File: src/rtl/key_spec_fifo.sv
// key_spec_fifo: QARMA key specialisation (enc/dec) feeding a DEPTH-entry FIFO.
// The four round keys are derived combinationally from the master key at the
// push side, and only the derived keys are stored.
// Optional feature macro: KEY_SPEC_ZEROIZE_EN. When it is defined, each popped
// entry is cleared, and the data outputs read 0 while the FIFO is empty.
module key_spec_fifo #(
    parameter int          N     = 128,
    parameter int          DEPTH = 2,
    parameter logic [127:0] ALPHA = 128'h243F6A8885A308D313198A2E03707344
) (
    input  logic                     clk,
    input  logic                     rst,
    input  logic                     in_valid,
    output logic                     in_ready,
    input  logic [2*N-1:0]           key,
    input  logic                     dec,
    output logic                     out_valid,
    input  logic                     out_ready,
    output logic [N-1:0]             w0_o,
    output logic [N-1:0]             w1_o,
    output logic [N-1:0]             k0_o,
    output logic [N-1:0]             k1_o,
    output logic                     out_dec,
    output logic [$clog2(DEPTH):0]   level
);

    localparam int PW = $clog2(DEPTH);
    localparam int LW = PW + 1;

    typedef struct packed {
        logic [N-1:0] w0;
        logic [N-1:0] w1;
        logic [N-1:0] k0;
        logic [N-1:0] k1;
        logic         dec;
    } entry_t;

    // Orthomorphism: rotate right by one, then fold the old MSB into bit 0.
    function automatic logic [N-1:0] ortho(input logic [N-1:0] x);
        ortho = {x[0], x[N-1:2], x[1] ^ x[N-1]};
    endfunction

    entry_t          mem_q [DEPTH];
    entry_t          mem_d [DEPTH];
    logic [PW-1:0]   wr_ptr_q, wr_ptr_d;
    logic [PW-1:0]   rd_ptr_q, rd_ptr_d;
    logic [LW-1:0]   level_q, level_d;
    entry_t          new_e;
    entry_t          head;
    logic            push, pop;

    // Handshake flags come from registered occupancy only.
    assign in_ready  = (level_q != LW'(DEPTH));
    assign out_valid = (level_q != '0);
    assign level     = level_q;
    assign push      = in_valid & in_ready;
    assign pop       = out_valid & out_ready;

    // Derive the round keys for the entry offered at the input.
    always_comb begin
        logic [N-1:0] w0_in, k0_in;
        w0_in = key[2*N-1:N];
        k0_in = key[N-1:0];
        new_e = '0;
        if (!dec) begin
            new_e.w0  = w0_in;
            new_e.w1  = ortho(w0_in);
            new_e.k0  = k0_in;
            new_e.k1  = k0_in;
            new_e.dec = 1'b0;
        end else begin
            new_e.w0  = ortho(w0_in);
            new_e.w1  = w0_in;
            new_e.k0  = k0_in ^ ALPHA[N-1:0];
            new_e.k1  = k0_in;
            new_e.dec = 1'b1;
        end
    end

    // Next-state for storage, pointers and occupancy.
    always_comb begin
        for (int i = 0; i < DEPTH; i++) mem_d[i] = mem_q[i];
        wr_ptr_d = wr_ptr_q;
        rd_ptr_d = rd_ptr_q;
        level_d  = level_q;
`ifdef KEY_SPEC_ZEROIZE_EN
        // Push and pop never target the same slot: that needs level 0 or full.
        if (pop) mem_d[rd_ptr_q] = '0;
`endif
        if (push) begin
            mem_d[wr_ptr_q] = new_e;
            wr_ptr_d        = wr_ptr_q + PW'(1);
        end
        if (pop) rd_ptr_d = rd_ptr_q + PW'(1);
        case ({push, pop})
            2'b10:   level_d = level_q + LW'(1);
            2'b01:   level_d = level_q - LW'(1);
            default: level_d = level_q;
        endcase
    end

    // State registers; reset discards all entries and clears storage.
    always_ff @(posedge clk or posedge rst) begin
        if (rst) begin
            for (int i = 0; i < DEPTH; i++) mem_q[i] <= '0;
            wr_ptr_q <= '0;
            rd_ptr_q <= '0;
            level_q  <= '0;
        end else begin
            for (int i = 0; i < DEPTH; i++) mem_q[i] <= mem_d[i];
            wr_ptr_q <= wr_ptr_d;
            rd_ptr_q <= rd_ptr_d;
            level_q  <= level_d;
        end
    end

    // Head entry is read straight from storage.
    always_comb begin
`ifdef KEY_SPEC_ZEROIZE_EN
        head = out_valid ? mem_q[rd_ptr_q] : '0;
`else
        head = mem_q[rd_ptr_q];
`endif
    end

    assign w0_o    = head.w0;
    assign w1_o    = head.w1;
    assign k0_o    = head.k0;
    assign k1_o    = head.k1;
    assign out_dec = head.dec;

endmodule
File: config.mk
export PLATFORM = sky130hd
export DESIGN_NAME = key_spec_fifo
export DESIGN_NICKNAME = d
export VERILOG_FILES = /design/src/rtl/key_spec_fifo.sv
export SDC_FILE = /design/constraint.sdc
export NUM_CORES = 2
export LEC_CHECK = 0
export ABC_AREA = 1
export ABC_CLOCK_PERIOD_IN_PS = 33600
export BUFFER_PORTS_ARGS = -buffer_cell sky130_fd_sc_hd__buf_2
export CORE_ASPECT_RATIO = 0.5
export CORE_MARGIN = 3
export CORE_UTILIZATION = 40
export CTS_CLUSTER_DIAMETER = 150
export CTS_CLUSTER_SIZE = 10
export DETAILED_ROUTE_END_ITERATION = 8
export PLACE_DENSITY = 0.64
export SETUP_SLACK_MARGIN = 0.4
export SLEW_MARGIN = 20
export SYNTH_ARGS = -nofsm -noshare
export SYNTH_HDL_FRONTEND = slang
export SYNTH_SLANG_ARGS = --single-unit
File: constraint.sdc
create_clock -name clk -period 33.6 [get_ports clk]
set_input_delay 3.36 -clock clk [delete_from_list [all_inputs] [get_ports clk]]
set_output_delay 3.36 -clock clk [all_outputs]
set_load 0.03 [all_outputs]
======== Yosys cells after proc, flatten, opt, wreduce, memory -nomap -nowiden ========
Cells that the tools add are included.
storage, ports and cells
  bits in registers ....................... 1,030
  latch bits .............................. 0
  memory bits (writable) .................. 0
  bits in read-only memories .............. 0
  input bits .............................. 261
  output and inout port bits .............. 517
  logic and storage cells ................. 40
  memories ................................ 0
cells by class
  $add $sub $neg .......................... 4
  multipliers ............................. 0
  divide/modulo/power cells ............... 0
  magnitude comparators ................... 3
  eq/ne operators ......................... 3
  shift-type cells ........................ 0
  muxes and demuxes ....................... 8
  bitwise operators ....................... 6
  reductions and logical operators ........ 3
operators by type and width
  operator                                                               count
  513-bit two-way mux                                                    5
  1026-bit bitwise mux                                                   1
  513-bit demux with 1-bit select                                        1
  52-bit NOT                                                             1
  2-bit greater-or-equal comparator (second input constant)              2
  1-bit NOT with 2-bit output                                            2
  2-bit one-hot mux with 2 select lines                                  1
  2-bit nonzero test                                                     2
  1-bit adder (second input constant)                                    2
  2-bit by 1-bit adder with 2-bit output (second input constant)         1
  1-bit bitwise AND                                                      2
  2-bit by 1-bit == test with 1-bit output (second input constant)       1
  2-bit == test (second input constant)                                  1
  2-bit by 1-bit < comparator with 1-bit output (second input constant)  1
  2-bit inequality test (second input constant)                          1
  2-bit by 1-bit subtractor with 2-bit output (second input constant)    1
  1-bit logical AND                                                      1
  1-bit bitwise XOR                                                      1

======== Longest topological paths before layout ========
  word-level depth ........................ 6
  mapped depth ............................ 9
  mapped depth without buffers ............ 9

======== Least setup slack after synthesis ========
Ideal clock, no wire load.
  path type ............................... register -> output
  start ................................... register rd_ptr_q
  end ..................................... output k1_o[0]
  arrival time ............................ 1.637 ns
  data required time ...................... 30.240 ns
  setup slack ............................. 28.603 ns
  stages on the path, launching flop included .. 8
  path buffers ............................ 4
  cell sequence ........................... dfrtp_1 -> clkbuf_1 -> clkinv_1 -> clkbuf_1 -> clkbuf_1 -> nand2_1 -> nand2_1 -> buf_4
on the way
  longest elaborated chain between the ends .. 4
ends and longest elaborated chain
  element                                                  RTL line  RTL
  start, declared                                          46        logic [PW-1:0] rd_ptr_q, rd_ptr_d;
  start signal, assigned                                   112       rd_ptr_q <= rd_ptr_d;
  1-bit NOT with 2-bit output (not written as such)        122       head = mem_q[rd_ptr_q];
  513-bit two-way mux (not written as such) (3 in series)  122
  end, declared                                            22        output logic [N-1:0] k1_o,
No other way between the ends. The select of a mux whose other input is x is not followed.

======== Final worst setup path ========
  start ................................... register rd_ptr_q
  end ..................................... output k0_o[122]
on the way
  longest elaborated chain between the ends .. 4
ends and longest elaborated chain
  element                                                  RTL line  RTL
  1-bit NOT with 2-bit output (not written as such)        122
  513-bit two-way mux (not written as such) (3 in series)  122
  end, declared                                            21        output logic [N-1:0] k0_o,
No other way between the ends. The select of a mux whose other input is x is not followed.

==> flow_summary.json <==
{
  "drt_pass1_iterations": 6,
  "cts_sinks": 878,
  "cp_slowest_stage_delay_ns": 0.87,
  "worstPathArrival_ns": 3.80,
  "power_density_nw_per_um2": 116,
  "worstRegToRegCells": 8,
  "min_to": "mem_q[962]$_DFFE_PP0P_",
  "synth_compound_area_share_pct": 3.03,
  "synth_top_family_by_area": "simple AND/OR/NAND/NOR gates",
  "vias_per_cell": 4.71,
  "synth_edf_count": 0,
  "grt_max_degree": 191,
  "critPathRequiredTime_ns": 30.24,
  "seqCellArea_um2": 22000,
  "power_mw": 5.60,
  "fill_cells": 10700,
  "power_frac_seq_pct": 32.2,
  "crit_chain": "buf_4 -> buf_4 -> nand2_1 -> nand2_1 -> buf_2",
  "clockBufferDepth": 3,
  "h-tree-depth": 3,
  "drtAntennaViolNets": 0,
  "start_util_pct": 40.5,
  "max-slew-margin-rel_pct": 28.6,
  "core-area_um2": 103000,
  "ys_warn_count": 0,
  "cts_made_buffers": 97,
  "die_x_um": 463,
  "cp_slowest_cell": "buf_4",
  "synth_top_area_share_pct": 52.6,
  "synth_cell_type_count": 20,
  "grt_usage_pct": 22.8,
  "pin_count": 778,
  "drt_iter0_markers": 2655,
  "synth.most_common_cell": "nand2_1",
  "cts_tree": "built",
  "setup_viol": 0,
  "ff2ff_setup_slack_ns": 30.11,
  "skew_ns": 0.0216,
  "dp.cells": 7625,
  "setup_ws_ns": 26.44,
  "layout.cells.non_filler": 7751,
  "path_delay_family": "buffers and inverters",
  "synthAdderAreaFrac_pct": 0.0300,
  "place_ws_ns": 25.96,
  "syn_area_per_cell_um2": 7.17,
  "syn_inst": 5821,
  "holdBufCountCts": 0,
  "synth-xor-area-share_pct": 1.13,
  "power_frac_clock_pct": 16.9,
  "wirelength_um": 128000,
  "wl_per_cell_um": 16.6,
  "max-cap-violations": 0,
  "synthTopCellsByArea": "dfrtp_1 53%, nand2_1 37%, o21ai_0 3.0%",
  "max_freq_mhz": 140,
  "crit_buf_inv": 3,
  "status": "complete, no violations",
  "antenna_found_initial": 27,
  "drive_gt1_share_pct": 14.8,
  "post_cts_buffers": 0,
  "setup_tns_ns": 0,
  "ir_drop_mv": 0.0624,
  "worst_pin_slew_ns": 1.07,
  "synth-seq-area-share_pct": 52.6,
  "dpl.hpwl_um": 79700,
  "ys_async_sr_fraction_pct": 100,
  "crit_type": "register to output port",
  "die_y_um": 234,
  "syn2layout_area_growth_pct": 15.7,
  "drv_slew": 0,
  "ctsResizeCount": 0,
  "rows": 83,
  "synthesis.area_um2": 41800,
  "synth-seq-cells": 878,
  "hold_ws_ns": 0.466,
  "timing.rr.end": "mem_q[212]$_DFFE_PP0P_",
  "cp-start-kind": "register",
  "endpoint_kind": "output port",
  "fin_nets": 6585,
  "drc": 0,
  "p_leak_nw": 28.7,
  "syn_nets": 6083,
  "vias": 36500,
  "synthFlopType": "dfrtp_1",
  "synth_common_cells": "4076 x nand2_1, 878 x dfrtp_1, 253 x o21ai_0, 187 x buf_2, 132 x inv_1",
  "hold_path_class": "register to register",
  "finalCriticalPeriod_ns": 7.16,
  "switchingPower_mw": 2.81,
  "synth_area_leader_cell": "dfrtp_1",
  "r2r_start": "level[0]$_DFFE_PP0P_",
  "grt_pass1_wl_um": 196000,
  "post-route-period-util_pct": 21.3,
  "die-area_um2": 109000,
  "final_hold_viol_count": 0,
  "worstSkewPairLatency_ns": 0.69,
  "critPathMaxFanout": 77,
  "grt_pass1_vias": 33800,
  "comb_power_share_pct": 50.9,
  "cts_root_buf": "clkbuf_16",
  "rsz0062_at_grt": "no",
  "port_buffers": 777,
  "multi_input_area_um2": 17100,
  "clkTransAtPathRegs_ns": 0.06,
  "switching_share_pct": 50.2,
  "yosys-mux-area-fraction_pct": 0,
  "p_int_mw": 2.79,
  "min_delay_path_depth": 2,
  "grt-ovfl-total": 0,
  "hp-start": "mem_q[962]$_DFFE_PP0P_",
  "yosys.area_share.simple_pct": 36.8,
  "gp_congestion": 0.825
}
-- routing by layer --
layer	track usage [%]	part of all wire, %
met1	28.6	41
met2	39.0	50
met3	3.88	3.9
met4	10.4	4.8
met5	0	0.030
-- cells by family after synthesis --
logic type                 Yosys count
DFF                                878
xor gates and xnor gates            54
adders and majority gates            1
and+or+nand+nor                   4085
buffers and inverters              550
AOI/OAI and AO/OA                  253
-- power by group through the flow --
stage                     Combinational [mW]  Clock [mW]  Sequential [mW]
after floorplan                         2.11           0             1.76
after global placement                  2.87           0             1.79
after detailed placement                2.89           0             1.81
after CTS                               2.89       0.974             1.80
after global routing                    3.12        1.02             1.86
final                                   2.85       0.947             1.80
-- area by class of cell --
| class | count | area share [%] |
|---|---|---|
| timing repair buffer | 817 | 8.87 |
| sequential | 878 | 45.5 |
| clock buffer | 102 | 5.22 |
| multi-input combinational | 4393 | 35.5 |
| tap | 1402 | 3.63 |
| inverter | 136 | 1.09 |
| antenna | 19 | 0.0984 |
| clock inverter | 4 | 0.148 |
-- stage by stage --
step	util, %	instance area (µm²)
floorplan	-	41800
global placement	44.3	45600
detailed placement	44.3	45600
CTS	46.8	48200
global route	46.9	48300
finish	46.9	48300
-- registers in the layout (all words and copies together), names as in the netlist --
name,cells
wr_ptr_q,1
mem_q,874
rd_ptr_q,1
level,2
-- cells in the final DEF (no fill, tap or decap), drive strengths merged --
cell type,Yosys,routed
nor2,2,2
o21ai,253,253
or2,1,1
buf,286,817
inv,135,137
diode,0,19
clkinv,1,3
nand2,4078,4078
clkbuf,128,102
dfrtp,878,878
ha,1,1
nand3,3,3
nand4,1,1
xor2,53,53
xnor2,1,1
-- how the worst max path moves through the flow --
stage | from | to | slack (ns) | depth (start not counted)
floorplan | rst | level[0]$_DFFE_PP0P_ | 5.56 | 1
global placement | rst | mem_q[213]$_DFFE_PP0P_ | 25.99 | 6
detailed placement | rst | mem_q[220]$_DFFE_PP0P_ | 25.96 | 6
CTS | rd_ptr_q$_DFFE_PP0P_ | w0_o[44] | 26.37 | 5
global route | rd_ptr_q$_DFFE_PP0P_ | k1_o[106] | 26.20 | 5
finish | rd_ptr_q$_DFFE_PP0P_ | k0_o[122] | 26.44 | 5
-- worst register-to-register path, delay by kind of cell (launching register included) --
kind / cells / cell delay, ns
buffers and inverters: 3 / 1.81
flip-flops: 1 / 0.43
AND/OR/NAND/NOR: 5 / 1.17
Note: power is estimated with default switching activity, not from simulation.
